===== config.mk =====
export PLATFORM = sky130hd
export DESIGN_NAME = uart_rx_cmd_parser_flat
export DESIGN_NICKNAME = d
export VERILOG_FILES = /design/src/rtl/uart_rx_cmd_parser_if.sv /design/src/rtl/uart_rx_cmd_parser.sv /design/src/flat_wrapper.sv
export SDC_FILE = /design/constraint.sdc
export NUM_CORES = 1
export LEC_CHECK = 0
export BUFFER_PORTS_ARGS = -buffer_cell sky130_fd_sc_hd__buf_4
export CORE_ASPECT_RATIO = 1.25
export CORE_MARGIN = 5
export CORE_UTILIZATION = 50
export DETAILED_ROUTE_END_ITERATION = 7
export GPL_TIMING_DRIVEN = 0
export PLACE_DENSITY = 0.72
export SYNTH_ARGS = -nofsm -noshare
export SYNTH_HDL_FRONTEND = slang
export SYNTH_SLANG_ARGS = --single-unit

===== constraint.sdc =====
create_clock -name clk -period 3.3 [get_ports clk]
set_clock_uncertainty 0.1 [all_clocks]
set_input_delay 0.33 -clock clk [delete_from_list [all_inputs] [get_ports clk]]
set_output_delay 0.33 -clock clk [all_outputs]
set_load 0.01 [all_outputs]

===== src/rtl/uart_rx_cmd_parser_if.sv =====
// rtl/uart_rx_cmd_parser_if.sv - receive-byte and command-strobe bundle for uart_rx_cmd_parser
//
// Purpose: groups the UART receiver byte stream and the decoded command outputs.
// master: drives rx_data/rx_valid/rx_err, observes decoded strobes and data.
// slave : the parser; consumes the byte stream, drives strobes, data, busy and error pulses.
interface uart_rx_cmd_parser_if #(
  parameter int DATA_W = 8,
  parameter int ADDR_W = 4
);
  logic [DATA_W-1:0] rx_data;
  logic              rx_valid;
  logic              rx_err;
  logic              wr_en;
  logic              rd_en;
  logic [ADDR_W-1:0] addr;
  logic [DATA_W-1:0] wr_data;
  logic              op_wr;
  logic [DATA_W-1:0] op_a;
  logic [DATA_W-1:0] op_b;
  logic              alu_en;
  logic [3:0]        alu_fun;
  logic              busy;
  logic              cmd_err;
  logic              frame_err;

  modport master (
    output rx_data, rx_valid, rx_err,
    input  wr_en, rd_en, addr, wr_data, op_wr, op_a, op_b, alu_en, alu_fun,
           busy, cmd_err, frame_err
  );

  modport slave (
    input  rx_data, rx_valid, rx_err,
    output wr_en, rd_en, addr, wr_data, op_wr, op_a, op_b, alu_en, alu_fun,
           busy, cmd_err, frame_err
  );
endinterface


===== src/rtl/uart_rx_cmd_parser.sv =====
// rtl/uart_rx_cmd_parser.sv - decodes UART command frames into register and ALU strobes
//
// Purpose: frame decoder between the UART receiver and the register file / ALU.
// Ports:
//   clk  - system clock
//   rst  - asynchronous active-high reset
//   bus  - uart_rx_cmd_parser_if.slave: rx_data/rx_valid/rx_err in; wr_en, rd_en, addr,
//          wr_data, op_wr, op_a, op_b, alu_en, alu_fun, busy, cmd_err, frame_err out
// Frames: AA addr data (write), BB addr (read), CC a b fun (load+exec), DD fun (exec).
module uart_rx_cmd_parser #(
  parameter int DATA_W  = 8,
  parameter int ADDR_W  = 4,
  parameter int TIMEOUT = 1023
) (
  input  logic                  clk,
  input  logic                  rst,
  uart_rx_cmd_parser_if.slave   bus
);

  localparam int CNT_W = (TIMEOUT < 2) ? 1 : $clog2(TIMEOUT + 1);
  localparam logic [CNT_W-1:0]  TMO_LAST = CNT_W'(TIMEOUT - 1);

  localparam logic [DATA_W-1:0] CMD_WR  = DATA_W'(8'hAA);
  localparam logic [DATA_W-1:0] CMD_RD  = DATA_W'(8'hBB);
  localparam logic [DATA_W-1:0] CMD_ALU = DATA_W'(8'hCC);
  localparam logic [DATA_W-1:0] CMD_EXE = DATA_W'(8'hDD);

  typedef enum logic [2:0] {
    IDLE,
    WR_ADDR,
    WR_DATA,
    RD_ADDR,
    ALU_A,
    ALU_B,
    ALU_FUN_OP,
    ALU_FUN_NOP
  } state_t;

  state_t            state_q, state_d;
  logic [CNT_W-1:0]  tmo_q, tmo_d;

  // Staging registers hold the partial frame so the visible data outputs
  // only change together with the strobe that qualifies them.
  logic [ADDR_W-1:0] addr_stg_q, addr_stg_d;
  logic [DATA_W-1:0] opa_stg_q, opa_stg_d;
  logic [DATA_W-1:0] opb_stg_q, opb_stg_d;

  logic              wr_en_q, wr_en_d;
  logic              rd_en_q, rd_en_d;
  logic              op_wr_q, op_wr_d;
  logic              alu_en_q, alu_en_d;
  logic              cmd_err_q, cmd_err_d;
  logic              frame_err_q, frame_err_d;
  logic [ADDR_W-1:0] addr_q, addr_d;
  logic [DATA_W-1:0] wr_data_q, wr_data_d;
  logic [DATA_W-1:0] op_a_q, op_a_d;
  logic [DATA_W-1:0] op_b_q, op_b_d;
  logic [3:0]        alu_fun_q, alu_fun_d;

  logic              timeout_hit;

  always_ff @(posedge clk or posedge rst) begin
    if (rst) begin
      state_q     <= IDLE;
      tmo_q       <= '0;
      addr_stg_q  <= '0;
      opa_stg_q   <= '0;
      opb_stg_q   <= '0;
      wr_en_q     <= 1'b0;
      rd_en_q     <= 1'b0;
      op_wr_q     <= 1'b0;
      alu_en_q    <= 1'b0;
      cmd_err_q   <= 1'b0;
      frame_err_q <= 1'b0;
      addr_q      <= '0;
      wr_data_q   <= '0;
      op_a_q      <= '0;
      op_b_q      <= '0;
      alu_fun_q   <= '0;
    end else begin
      state_q     <= state_d;
      tmo_q       <= tmo_d;
      addr_stg_q  <= addr_stg_d;
      opa_stg_q   <= opa_stg_d;
      opb_stg_q   <= opb_stg_d;
      wr_en_q     <= wr_en_d;
      rd_en_q     <= rd_en_d;
      op_wr_q     <= op_wr_d;
      alu_en_q    <= alu_en_d;
      cmd_err_q   <= cmd_err_d;
      frame_err_q <= frame_err_d;
      addr_q      <= addr_d;
      wr_data_q   <= wr_data_d;
      op_a_q      <= op_a_d;
      op_b_q      <= op_b_d;
      alu_fun_q   <= alu_fun_d;
    end
  end

  // An arriving byte always takes priority over an expiring timeout.
  assign timeout_hit = (state_q != IDLE) && !bus.rx_valid && (tmo_q == TMO_LAST);

  always_comb begin
    state_d     = state_q;
    addr_stg_d  = addr_stg_q;
    opa_stg_d   = opa_stg_q;
    opb_stg_d   = opb_stg_q;
    wr_en_d     = 1'b0;
    rd_en_d     = 1'b0;
    op_wr_d     = 1'b0;
    alu_en_d    = 1'b0;
    cmd_err_d   = 1'b0;
    frame_err_d = 1'b0;
    addr_d      = addr_q;
    wr_data_d   = wr_data_q;
    op_a_d      = op_a_q;
    op_b_d      = op_b_q;
    alu_fun_d   = alu_fun_q;

    // Inter-byte idle counter; holds at its last value rather than wrapping.
    if ((state_q == IDLE) || bus.rx_valid) begin
      tmo_d = '0;
    end else if (tmo_q != TMO_LAST) begin
      tmo_d = tmo_q + 1'b1;
    end else begin
      tmo_d = tmo_q;
    end

    if (bus.rx_valid) begin
      if (bus.rx_err) begin
        // Corrupted byte: drop it and whatever partial frame was in progress.
        frame_err_d = 1'b1;
        state_d     = IDLE;
      end else begin
        unique case (state_q)
          IDLE: begin
            if (bus.rx_data == CMD_WR) begin
              state_d = WR_ADDR;
            end else if (bus.rx_data == CMD_RD) begin
              state_d = RD_ADDR;
            end else if (bus.rx_data == CMD_ALU) begin
              state_d = ALU_A;
            end else if (bus.rx_data == CMD_EXE) begin
              state_d = ALU_FUN_NOP;
            end else begin
              cmd_err_d = 1'b1;
            end
          end
          WR_ADDR: begin
            addr_stg_d = bus.rx_data[ADDR_W-1:0];
            state_d    = WR_DATA;
          end
          WR_DATA: begin
            wr_en_d   = 1'b1;
            addr_d    = addr_stg_q;
            wr_data_d = bus.rx_data;
            state_d   = IDLE;
          end
          RD_ADDR: begin
            rd_en_d = 1'b1;
            addr_d  = bus.rx_data[ADDR_W-1:0];
            state_d = IDLE;
          end
          ALU_A: begin
            opa_stg_d = bus.rx_data;
            state_d   = ALU_B;
          end
          ALU_B: begin
            opb_stg_d = bus.rx_data;
            state_d   = ALU_FUN_OP;
          end
          ALU_FUN_OP: begin
            op_wr_d   = 1'b1;
            alu_en_d  = 1'b1;
            op_a_d    = opa_stg_q;
            op_b_d    = opb_stg_q;
            alu_fun_d = bus.rx_data[3:0];
            state_d   = IDLE;
          end
          ALU_FUN_NOP: begin
            alu_en_d  = 1'b1;
            alu_fun_d = bus.rx_data[3:0];
            state_d   = IDLE;
          end
          default: begin
            state_d = IDLE;
          end
        endcase
      end
    end else if (timeout_hit) begin
      frame_err_d = 1'b1;
      state_d     = IDLE;
    end
  end

  assign bus.wr_en     = wr_en_q;
  assign bus.rd_en     = rd_en_q;
  assign bus.addr      = addr_q;
  assign bus.wr_data   = wr_data_q;
  assign bus.op_wr     = op_wr_q;
  assign bus.op_a      = op_a_q;
  assign bus.op_b      = op_b_q;
  assign bus.alu_en    = alu_en_q;
  assign bus.alu_fun   = alu_fun_q;
  assign bus.busy      = (state_q != IDLE);
  assign bus.cmd_err   = cmd_err_q;
  assign bus.frame_err = frame_err_q;

endmodule


===== src/flat_wrapper.sv =====
// flat-port wrapper written by rule: the top's interface ports become plain ports
module uart_rx_cmd_parser_flat 
#(
  parameter int DATA_W  = 8,
  parameter int ADDR_W  = 4,
  parameter int TIMEOUT = 1023
)
  (clk, rst, bus_rx_data, bus_rx_valid, bus_rx_err, bus_wr_en, bus_rd_en, bus_addr, bus_wr_data, bus_op_wr, bus_op_a, bus_op_b, bus_alu_en, bus_alu_fun, bus_busy, bus_cmd_err, bus_frame_err);
  uart_rx_cmd_parser_if #(.DATA_W(DATA_W), .ADDR_W(ADDR_W)) bus_i ();
  input  logic clk;
  input  logic rst;
  input wire logic [$bits(bus_i.rx_data)-1:0] bus_rx_data;
  input wire logic [$bits(bus_i.rx_valid)-1:0] bus_rx_valid;
  input wire logic [$bits(bus_i.rx_err)-1:0] bus_rx_err;
  output wire logic [$bits(bus_i.wr_en)-1:0] bus_wr_en;
  output wire logic [$bits(bus_i.rd_en)-1:0] bus_rd_en;
  output wire logic [$bits(bus_i.addr)-1:0] bus_addr;
  output wire logic [$bits(bus_i.wr_data)-1:0] bus_wr_data;
  output wire logic [$bits(bus_i.op_wr)-1:0] bus_op_wr;
  output wire logic [$bits(bus_i.op_a)-1:0] bus_op_a;
  output wire logic [$bits(bus_i.op_b)-1:0] bus_op_b;
  output wire logic [$bits(bus_i.alu_en)-1:0] bus_alu_en;
  output wire logic [$bits(bus_i.alu_fun)-1:0] bus_alu_fun;
  output wire logic [$bits(bus_i.busy)-1:0] bus_busy;
  output wire logic [$bits(bus_i.cmd_err)-1:0] bus_cmd_err;
  output wire logic [$bits(bus_i.frame_err)-1:0] bus_frame_err;
  assign bus_i.rx_data = bus_rx_data;
  assign bus_i.rx_valid = bus_rx_valid;
  assign bus_i.rx_err = bus_rx_err;
  assign bus_wr_en = bus_i.wr_en;
  assign bus_rd_en = bus_i.rd_en;
  assign bus_addr = bus_i.addr;
  assign bus_wr_data = bus_i.wr_data;
  assign bus_op_wr = bus_i.op_wr;
  assign bus_op_a = bus_i.op_a;
  assign bus_op_b = bus_i.op_b;
  assign bus_alu_en = bus_i.alu_en;
  assign bus_alu_fun = bus_i.alu_fun;
  assign bus_busy = bus_i.busy;
  assign bus_cmd_err = bus_i.cmd_err;
  assign bus_frame_err = bus_i.frame_err;
  uart_rx_cmd_parser #(.DATA_W(DATA_W), .ADDR_W(ADDR_W), .TIMEOUT(TIMEOUT)) u_core (.clk(clk), .rst(rst), .bus(bus_i));
endmodule

==> impl_metrics.env, run 1 <==
export IMPL_cts_buffer_depth=2
export IMPL_io_pins=51
export IMPL_cp_start_kind="flop"
export IMPL_wl_per_cell_um=16.1
export IMPL_cts_setup_buffers=0
export IMPL_netlist_instances=221
export IMPL_htree_levels=3
export IMPL_ys_seq_elements=71
export IMPL_ys_top_cells_by_area="dfrtp_1, mux2_2, nor2_1, xor2_1, mux2i_1"
export IMPL_synthToLayoutAreaGrowth_pct=21.7
export IMPL_maxCapViolCount=0
export IMPL_syn_area_um2=3020
export IMPL_layout_drive_gt1_share_pct=44.7
export IMPL_crit_path_end_kind="output port"
export IMPL_whs_ns=0.0636
export IMPL_holdCritPathClass="input pin to async pin"
export IMPL_vias=1860
export IMPL_slew_violations=0
export IMPL_cts_made_buffers=9
export IMPL_die_w_um=79.5
export IMPL_yosysTopAreaCellShare_pct=58.8
export IMPL_portBuffers=48
export IMPL_grt_remaining_overflow=0
export IMPL_place_ws_ns=1.42
export IMPL_worstPathArrival_ns=1.39
export IMPL_required_ns=2.87
export IMPL_core_area_um2=5820
export IMPL_num_rows=31
export IMPL_setup_viol=0
export IMPL_ys_warn_count=0
export IMPL_dieArea_um2=7700
export IMPL_seq_area_frac_synth_pct=58.8
export IMPL_reg2reg_slack_ns=1.51
export IMPL_grt_max_degree=72
export IMPL_antenna_cells=0
export IMPL_via_per_inst=5.31
export IMPL_cts_root_buf="clkbuf_8"
export IMPL_rsz0062_at_grt="false"
export IMPL_async_reset_ff_share_pct=100
export IMPL_place_hpwl_mm=3.84
export IMPL_clkSlewWorstSetupHoldPaths_ns=0.07
export IMPL_reg2reg_to="u_core.bus.wr_data[6]$_DFFE_PP0P_"
export IMPL_power_density_nw_per_um2=577
export IMPL_timing_worst_setup_path_type="flop to output port"
export IMPL_cts_hold_buf=0
export IMPL_totalWireLength_mm=5.62
export IMPL_crit_reg2reg_launch="u_core.state_q[2]$_DFFE_PP0P_"
export IMPL_grt_total_usage_pct=16.1
export IMPL_p_leak_uw=0.00186
export IMPL_firstDrtPassIters=4
export IMPL_cts_sinks=71
export IMPL_routabilityCongestion=0.812
export IMPL_ir_worst_vdd_uv=389
export IMPL_antenna_found_initial=0
export IMPL_grt_pass1_wl_mm=9.68
export IMPL_path_max_fanout=10
export IMPL_start_util_pct=51.9
export IMPL_grt_pass1_vias=1947
export IMPL_yosysTopAreaCell="dfrtp_1"
export IMPL_slowest_stage="dfrtp_1"
export IMPL_synth_cell_type_count=44
export IMPL_relSlewSlack_pct=43.1
export IMPL_cp_cell_sequence="clkbuf_8, nor3_1, inv_1, buf_4"
export IMPL_nets=294
export IMPL_max_freq_mhz=550
export IMPL_max_stage_delay_ns=0.37
export IMPL_finalHoldViolCount=0
export IMPL_syn_area_per_cell_um2=13.7
export IMPL_fin_ws_ns=1.48
export IMPL_min_period_over_period_pct=55.1
export IMPL_post_cts_resize_count=0
export IMPL_status="finished, final reports clean"
export IMPL_dieHeight_um=96.9
export IMPL_cts_tree="yes"
export IMPL_synth_nets=235
export IMPL_drt_first_iter_violations=86
export IMPL_setup_tns_ns=0
export IMPL_min_period_ns=1.82
export IMPL_crit_path_start="u_core.state_q[0]$_DFFE_PP0P_"
export IMPL_r2r_worst_path_cells=7
export IMPL_synth_edff_count=0
export IMPL_ys_flop_type="dfrtp_1"
export IMPL_nFillCells=470
export IMPL_postRouteAntennaNets=0
export IMPL_worstMarginPinSlew_ns=0.853
export IMPL_drc_errors=0
export IMPL_worstSkewPairLatency_ns=0.34
==> synthesized netlist by cell type, types with 3 or more instances <==
cell and n:
a21oi_1 7, mux2i_1 4, inv_1 7, mux2_2 47, nand3_1 3, nor2_1 14, buf_6 3, and3_1 4
dfrtp_1 71, nand2_1 6, o21ai_0 6, xor2_1 5, nand4_1 4
==> logic make-up (layout without fill, tap and decap cells) <==
| family | after synthesis | in the layout | synth area share (%) |
|---|---|---|---|
| fa+ha+maj | 2 | 2 | 0.829 |
| xor+xnor | 7 | 7 | 2.03 |
| flops | 71 | 71 | 58.8 |
| mux | 52 | 52 | 19.2 |
| simple gates | 47 | 47 | 9.90 |
| buf+inv | 15 | 78 | 3.11 |
| compound gates | 27 | 27 | 6.05 |
==> cell usage in the layout (no fill, tap or decap), types with 5 or more instances in the layout <==
master	Yosys	routed
dfrtp_1	71	71
buf_4	1	49
mux2_2	47	47
nor2_1	14	14
clkbuf_8	1	10
a21oi_1	7	7
inv_1	7	6
nand2_1	6	6
o21ai_0	6	6
xor2_1	5	5
==> metal layers <==
layer | vias to the layer above | GRT usage [%] | part of all wire (%)
met2 | 36 | 23.9 | 49
met5 | - | 0 | 0
li1 | 910 | - | -
met1 | 907 | 21.6 | 45
met3 | 7 | 5.39 | 4.3
met4 | 0 | 5.95 | 1.0
==> worst max path at each step <==
stage | endpoint
after detailed placement | u_core.bus.op_b[7]$_DFFE_PP0P_
after global placement | u_core.bus.wr_data[2]$_DFFE_PP0P_
after global routing | u_core.tmo_q[3]$_DFFE_PP0N_
final | bus_busy
after floorplan | u_core.addr_stg_q[0]$_DFFE_PP0P_
after CTS | bus_busy
==> final cells by class <==
class | count | area [um^2] | share of cell area [%]
tap | 66 | 82.6 | 2.25
inverter | 7 | 28.8 | 0.783
multi-input combinational | 135 | 1150 | 31.3
sequential | 71 | 1780 | 48.3
timing repair buffer | 48 | 360 | 9.81
clock inverter | 6 | 86.3 | 2.35
clock buffer | 9 | 124 | 3.37
buffer | 8 | 67.6 | 1.84
==> state kept, by name (all words and copies together), names as in the netlist <==
register and flops:
u_core.tmo_q 10, u_core.bus.op_a 8, u_core.bus.op_b 8, u_core.bus.wr_data 8, u_core.opa_stg_q 8, u_core.opb_stg_q 8
u_core.addr_stg_q 4, u_core.bus.addr 4, u_core.bus.alu_fun 4, u_core.state_q 3, u_core.bus.alu_en 1, u_core.bus.cmd_err 1
u_core.bus.frame_err 1, u_core.bus.op_wr 1, u_core.bus.rd_en 1, u_core.bus.wr_en 1
==> worst max-delay path: cells and delay by family (launching register included) <==
kind | cells | cell delay [ns]
buf+inv | 3 | 0.45
flops | 1 | 0.37
simple gates | 1 | 0.23
==> power by group <==
part	total (uW)	leakage, uW	internal, uW	switching, uW
Sequential	1030	0.000972	972	54.0
Clock	733	0.000105	420	314
Combinational	362	0.000785	194	168
Total	2120	0.00186	1590	535
==> metrics by stage <==
stage / std cells / power [uW] / util, % / instance area [um^2]
after floorplan: 221 / 1240 / - / 3020
after global placement: 335 / 1400 / 59.5 / 3460
after detailed placement: 335 / 1410 / 59.5 / 3460
after CTS: 350 / 2150 / 63.2 / 3670
after global routing: 350 / 2230 / 63.2 / 3670
final: 350 / 2120 / 63.2 / 3670
(Power assumes the default switching activity.)
==> run 2, diff against run 1 <==
PLACE_DENSITY = 0.75   (was 0.72)
clock period = 1.5 ns   (was 3.3 ns; I/O delays follow)
==> run 2 against run 1 <==
Effect of this change: the run now ends with negative setup slack left; non-clock buffer count up 34; clock power grew to 2.7 times the previous value; sequential share of layout area decreased by 7.8 points; via count is 16% higher; die area did not move; clock-buffer cell count increased by 3; total power rose by 150%; routed wire length rose by 30%; cell count grew 10%; first-iteration DRC count shrank 29%; combinational power grew to 2.8 times the previous value; critical path depth rose by 2.
==> impl_metrics.env, run 2 (synthesized netlist as in run 1, its figures left out) <==
export IMPL_crit_reg2reg_launch="u_core.state_q[2]$_DFFE_PP0P_"
export IMPL_power_uw=5270
export IMPL_via_per_inst=5.58
export IMPL_top_register="u_core.tmo_q"
export IMPL_max_stage_delay_ns=0.38
export IMPL_placed_area_um2=3530
export IMPL_place_ws_ns=-0.275
export IMPL_min_period_ns=1.62
export IMPL_layout_drive_gt1_share_pct=56.4
export IMPL_drt_first_iter_violations=61
export IMPL_p_sw_uw=1300
export IMPL_grt_pass1_wl_mm=11.7
export IMPL_final_cell_mix="dfrtp_1, buf_4, mux2_4"
export IMPL_grt_max_degree=28
export IMPL_cp_cell_sequence="buf_6, inv_4, and3_4, nor2b_4, buf_6, mux2_4"
export IMPL_die_w_um=79.5
export IMPL_drc_errors=0
export IMPL_regArea_um2=1780
export IMPL_final_common_cell="dfrtp_1"
export IMPL_cts_buffer_depth=2
export IMPL_antenna_cells=0
export IMPL_path_max_fanout=5
export IMPL_hp_start="bus_rx_data[4]"
export IMPL_postRouteAntennaNets=0
export IMPL_firstDrtPassIters=5
export IMPL_slew_violations=0
export IMPL_cts_made_buffers=9
export IMPL_wl_per_cell_um=19.0
export IMPL_p_leak_uw=0.00214
export IMPL_crit_path_end_kind="flop"
export IMPL_hold_end="u_core.opb_stg_q[4]$_DFFE_PP0P_"
export IMPL_rsz0062_at_grt="true"
export IMPL_combPwrFrac_pct=19.4
export IMPL_routabilityCongestion=0.821
export IMPL_reg2reg_to="u_core.bus.wr_data[0]$_DFFE_PP0P_"
export IMPL_antenna_found_initial=0
export IMPL_totalWireLength_mm=7.31
export IMPL_p_sw_share_pct=24.7
export IMPL_fin_ws_ns=-0.124
export IMPL_io_pins=51
export IMPL_setup_viol=50
export IMPL_timing_worst_setup_path_type="flop to flop"
export IMPL_holdPathStages=2
export IMPL_relSlewSlack_pct=65.4
export IMPL_worstPathArrival_ns=1.75
export IMPL_cts_tree="yes"
export IMPL_synthToLayoutAreaGrowth_pct=45.5
export IMPL_grt_total_usage_pct=19.4
export IMPL_ir_worst_vdd_uv=1170
export IMPL_portBuffers=48
export IMPL_post_place_cells=337
export IMPL_violations="negative setup slack"
export IMPL_nFillCells=353
export IMPL_maxCapViolCount=0
export IMPL_core_area_um2=5820
export IMPL_worstSkewPairLatency_ns=0.34
export IMPL_multiInputGateArea_um2=1450
export IMPL_postLayoutCoreUtil_pct=75.5
export IMPL_grt_pass1_vias=2335
export IMPL_min_period_over_period_pct=108
export IMPL_reg2reg_slack_ns=-0.12
export IMPL_htree_levels=3
export IMPL_crit_top_cell="buf_6"
export IMPL_layoutNonFillerInstCount=385
export IMPL_start_util_pct=51.9
export IMPL_grt_remaining_overflow=0
export IMPL_cts_sinks=71
export IMPL_clkSlewWorstSetupHoldPaths_ns=0.08
export IMPL_dieHeight_um=96.9
export IMPL_seq_power_share_pct=43.2
export IMPL_cts_root_buf="clkbuf_8"
export IMPL_slowest_stage="dfrtp_1"
export IMPL_power_density_nw_per_um2=1200
export IMPL_status="complete, but fails checks"
export IMPL_nets=328
export IMPL_internal_power_uw=3970
export IMPL_path_buf_inv=3
export IMPL_required_ns=1.62
export IMPL_num_rows=31
export IMPL_vias=2150
export IMPL_dieArea_um2=7700
export IMPL_final_area_um2=4390
export IMPL_holdCritPathClass="input pin to flop"
export IMPL_cp_start_kind="flop"
export IMPL_place_hpwl_mm=4.27
export IMPL_crit_family="flip-flops"
export IMPL_pwr_share_clk_pct=37.4
export IMPL_largest_reg_flops=10
export IMPL_r2r_worst_path_cells=6
export IMPL_worstMarginPinSlew_ns=0.517
export IMPL_max_freq_mhz=616
export IMPL_finalHoldViolCount=0
==> run 2: metrics by stage <==
step                      setup TNS (ns)  hold slack, ns
after global placement            -11.91           0.282
after floorplan                    -1.96           0.120
final                              -4.15          0.0167
after CTS                          -2.02        0.000192
after global routing               -7.04         0.00440
after detailed placement           -8.82           0.120
==> run 2: worst register-to-register path: stages (launching register included) <==
cell	delay [ns]
dfrtp_1	0.38
buf_6	0.14
inv_4	0.06
and3_4	0.19
nor2b_4	0.18
buf_6	0.15
mux2_4	0.30
==> run 2: area by class of cell <==
class / instances / area share, %
Buffer: 7 / 1.54
Sequential cell: 71 / 40.5
Timing Repair Buffer: 83 / 16.4
Inverter: 7 / 0.741
Clock buffer: 12 / 3.76
Tap cell: 66 / 1.88
Multi-Input combinational cell: 135 / 32.9
Clock inverter: 4 / 2.25
==> run 2: worst max path at each step <==
stage	endpoint	depth (start not counted)	from	slack, ns
final	u_core.bus.wr_data[0]$_DFFE_PP0P_	6	u_core.state_q[2]$_DFFE_PP0P_	-0.12
after global placement	u_core.opa_stg_q[4]$_DFFE_PP0P_	4	u_core.state_q[1]$_DFFE_PP0P_	-0.27
after CTS	bus_busy	4	u_core.state_q[0]$_DFFE_PP0P_	-0.10
after global routing	u_core.tmo_q[4]$_DFFE_PP0N_	5	u_core.tmo_q[5]$_DFFE_PP0N_	-0.19
after detailed placement	u_core.opa_stg_q[1]$_DFFE_PP0P_	4	u_core.state_q[1]$_DFFE_PP0P_	-0.27
after floorplan	u_core.bus.wr_data[1]$_DFFE_PP0P_	7	u_core.state_q[2]$_DFFE_PP0P_	-0.11
==> run 2: layer usage <==
metal / track usage [%] / part of all wire [%] / vias to the layer above / wire (um)
met5: 0 / 0 / - / 0
met4: 8.20 / 1.5 / 0 / 112
met3: 5.11 / 4.4 / 13 / 319
met2: 31.4 / 52 / 47 / 3790
met1: 24.4 / 42 / 1108 / 3090
li1: - / - / 982 / -
==> run 2: what timing repair did <==
action / CTS / global route
gates cloned: 2 / 0
pin swaps: 9 / 18
endpoints found under the setup margin: 55 / 62
resized for setup: 53 / 27
hold buffers: 6 / 0
setup buffers: 18 / 7
endpoints found under the hold margin: 33 / 0
==> run 2: power groups by stage <==
stage                     Sequential, uW  Combinational [uW]  Clock, uW
after global placement              2290                 802          0
final                               2280                1020       1970
after CTS                           2270                 976       1990
after detailed placement            2300                 831          0
after floorplan                     2350                 373          0
after global routing                2310                1100       2090
==> run 3, diff against run 2 <==
SKIP_LAST_GASP = 1   (was unset)
==> run 3 against run 2 <==
Effect of this change: the flow still finishes with violations (negative setup slack); critical path depth fell by 1; core utilization fell by 0.39 points; largest cell class unchanged; routed wire length fell by 2.3%; largest power group unchanged; fmax fell by 1.6%.
==> impl_metrics.env, run 3 (synthesized netlist as in run 1, its figures left out) <==
export IMPL_grt_total_usage_pct=19.3
export IMPL_totalWireLength_mm=7.14
export IMPL_final_common_cell="dfrtp_1"
export IMPL_die_w_um=79.5
export IMPL_vias=2139
export IMPL_reg2reg_slack_ns=-0.15
export IMPL_worstPathArrival_ns=1.77
export IMPL_rsz0062_at_grt="true"
export IMPL_crit_path_start="u_core.state_q[1]$_DFFE_PP0P_"
export IMPL_timing_worst_setup_path_type="flop to flop"
export IMPL_routabilityCongestion=0.821
export IMPL_placed_area_um2=3530
export IMPL_max_freq_mhz=606
export IMPL_portBuffers=48
export IMPL_min_period_ns=1.65
export IMPL_firstDrtPassIters=5
export IMPL_slew_violations=0
export IMPL_via_per_inst=5.56
export IMPL_p_leak_uw=0.00214
export IMPL_final_area_um2=4370
export IMPL_ir_worst_vdd_uv=1170
export IMPL_synthToLayoutAreaGrowth_pct=44.7
export IMPL_grt_pass1_wl_mm=11.7
export IMPL_reg2reg_to="u_core.opa_stg_q[6]$_DFFE_PP0P_"
export IMPL_cp_cell_sequence="nor3b_4, nand2_2, nor2_4, buf_12, mux2_4"
export IMPL_path_buf_inv=1
export IMPL_holdCritPathClass="input pin to flop"
export IMPL_dieHeight_um=96.9
export IMPL_grt_pass1_vias=2331
export IMPL_top_usage_layer="met2"
export IMPL_relSlewSlack_pct=65.9
export IMPL_cts_sinks=71
export IMPL_drc_errors=0
export IMPL_multiInputGateArea_um2=1430
export IMPL_grtUsageMet2_pct=31.1
export IMPL_status="complete, but fails checks"
export IMPL_power_density_nw_per_um2=1200
export IMPL_core_area_um2=5820
export IMPL_wl_per_cell_um=18.6
export IMPL_path_max_fanout=8
export IMPL_dieArea_um2=7700
export IMPL_drt_first_iter_violations=52
export IMPL_endpoint="u_core.opa_stg_q[6]$_DFFE_PP0P_"
export IMPL_grtUsageMet3_pct=4.93
export IMPL_violations="negative setup slack"
export IMPL_start_util_pct=51.9
export IMPL_nFillCells=353
export IMPL_cts_made_buffers=9
export IMPL_place_hpwl_mm=4.27
export IMPL_grt_util_met1_pct=24.4
export IMPL_min_period_over_period_pct=110
export IMPL_maxCapViolCount=0
export IMPL_top_register="u_core.tmo_q"
export IMPL_io_pins=51
export IMPL_num_rows=31
export IMPL_postRouteAntennaNets=0
export IMPL_worstSkewPairLatency_ns=0.34
export IMPL_postLayoutCoreUtil_pct=75.1
export IMPL_crit_reg2reg_launch="u_core.state_q[1]$_DFFE_PP0P_"
export IMPL_regArea_um2=1780
export IMPL_fin_ws_ns=-0.150
export IMPL_cts_buffer_depth=2
export IMPL_setup_viol=52
export IMPL_cp_start_kind="flop"
export IMPL_antenna_cells=0
export IMPL_nets=328
export IMPL_worstMarginPinSlew_ns=0.511
export IMPL_final_cell_mix="dfrtp_1, buf_4, mux2_4"
export IMPL_grt_max_degree=28
export IMPL_cts_root_buf="clkbuf_8"
export IMPL_crit_family="simple AND/OR/NAND/NOR gates"
export IMPL_required_ns=1.62
export IMPL_r2r_worst_path_cells=5
export IMPL_slowest_stage="dfrtp_2"
export IMPL_largest_reg_flops=10
export IMPL_cts_tree="yes"
export IMPL_htree_levels=3
export IMPL_crit_path_end_kind="flop"
export IMPL_cp_depth=5
export IMPL_antenna_found_initial=0
export IMPL_max_stage_delay_ns=0.48
export IMPL_layout_drive_gt1_share_pct=56.4
export IMPL_clkSlewWorstSetupHoldPaths_ns=0.08
export IMPL_grt_remaining_overflow=0
export IMPL_finalHoldViolCount=0
run 3: repair_timing:
item | in CTS | in global routing
setup endpoints to repair | 55 | 62
cloned | 2 | 0
pin swaps | 9 | 17
gates resized for setup | 47 | 29
setup buffers | 18 | 7
hold buffers | 6 | 0
hold endpoints to repair | 33 | 0
run 3: cell type report:
type | count | area share (%)
Clock inverter | 4 | 2.26
Timing Repair Buffer | 83 | 16.4
Clock buffer | 12 | 3.78
Tap cell | 66 | 1.89
Sequential cell | 71 | 40.8
Buffer | 7 | 1.52
Inverter | 7 | 0.745
Multi-Input combinational cell | 135 | 32.7
run 3: worst min-delay path by stage:
| stage | end | slack [ns] | cells after the start | start |
|---|---|---|---|---|
| global route | u_core.bus.rd_en$_DFF_PP0_ | 0.005 | 2 | bus_rx_valid |
| CTS | u_core.bus.wr_data[4]$_DFFE_PP0P_ | 0.0002 | 2 | bus_rx_data[4] |
| global placement | u_core.bus.rd_en$_DFF_PP0_ | 0.28 | 2 | bus_rx_err |
| finish | u_core.opa_stg_q[4]$_DFFE_PP0P_ | 0.02 | 2 | bus_rx_data[4] |
| detailed placement | u_core.bus.op_wr$_DFF_PP0_ | 0.12 | 2 | rst |
| floorplan | u_core.bus.rd_en$_DFF_PP0_ | 0.12 | 1 | bus_rx_err |
run 3: metal layers:
layer	vias up	share of wire, %
met5	-	0
met3	9	4.1
li1	983	-
met4	0	1.4
met2	42	52
met1	1105	43
run 3: per-stage QoR:
stage	instances	TNS [ns]	hold slack, ns	power, uW	setup WS [ns]
floorplan	221	-1.96	0.120	2730	-0.106
global placement	335	-11.91	0.282	3090	-0.271
detailed placement	337	-8.82	0.120	3130	-0.275
CTS	378	-2.21	0.000192	5230	-0.101
global route	385	-7.92	0.00518	5490	-0.203
finish	385	-4.57	0.0208	5250	-0.150
run 3: report_power, final:
| part | leakage [uW] | internal, uW | total [uW] | switching (uW) |
|---|---|---|---|---|
| Sequential | 0.000967 | 2140 | 2270 | 134 |
| Combinational | 0.00104 | 573 | 1010 | 441 |
| Clock | 0.000133 | 1250 | 1960 | 716 |
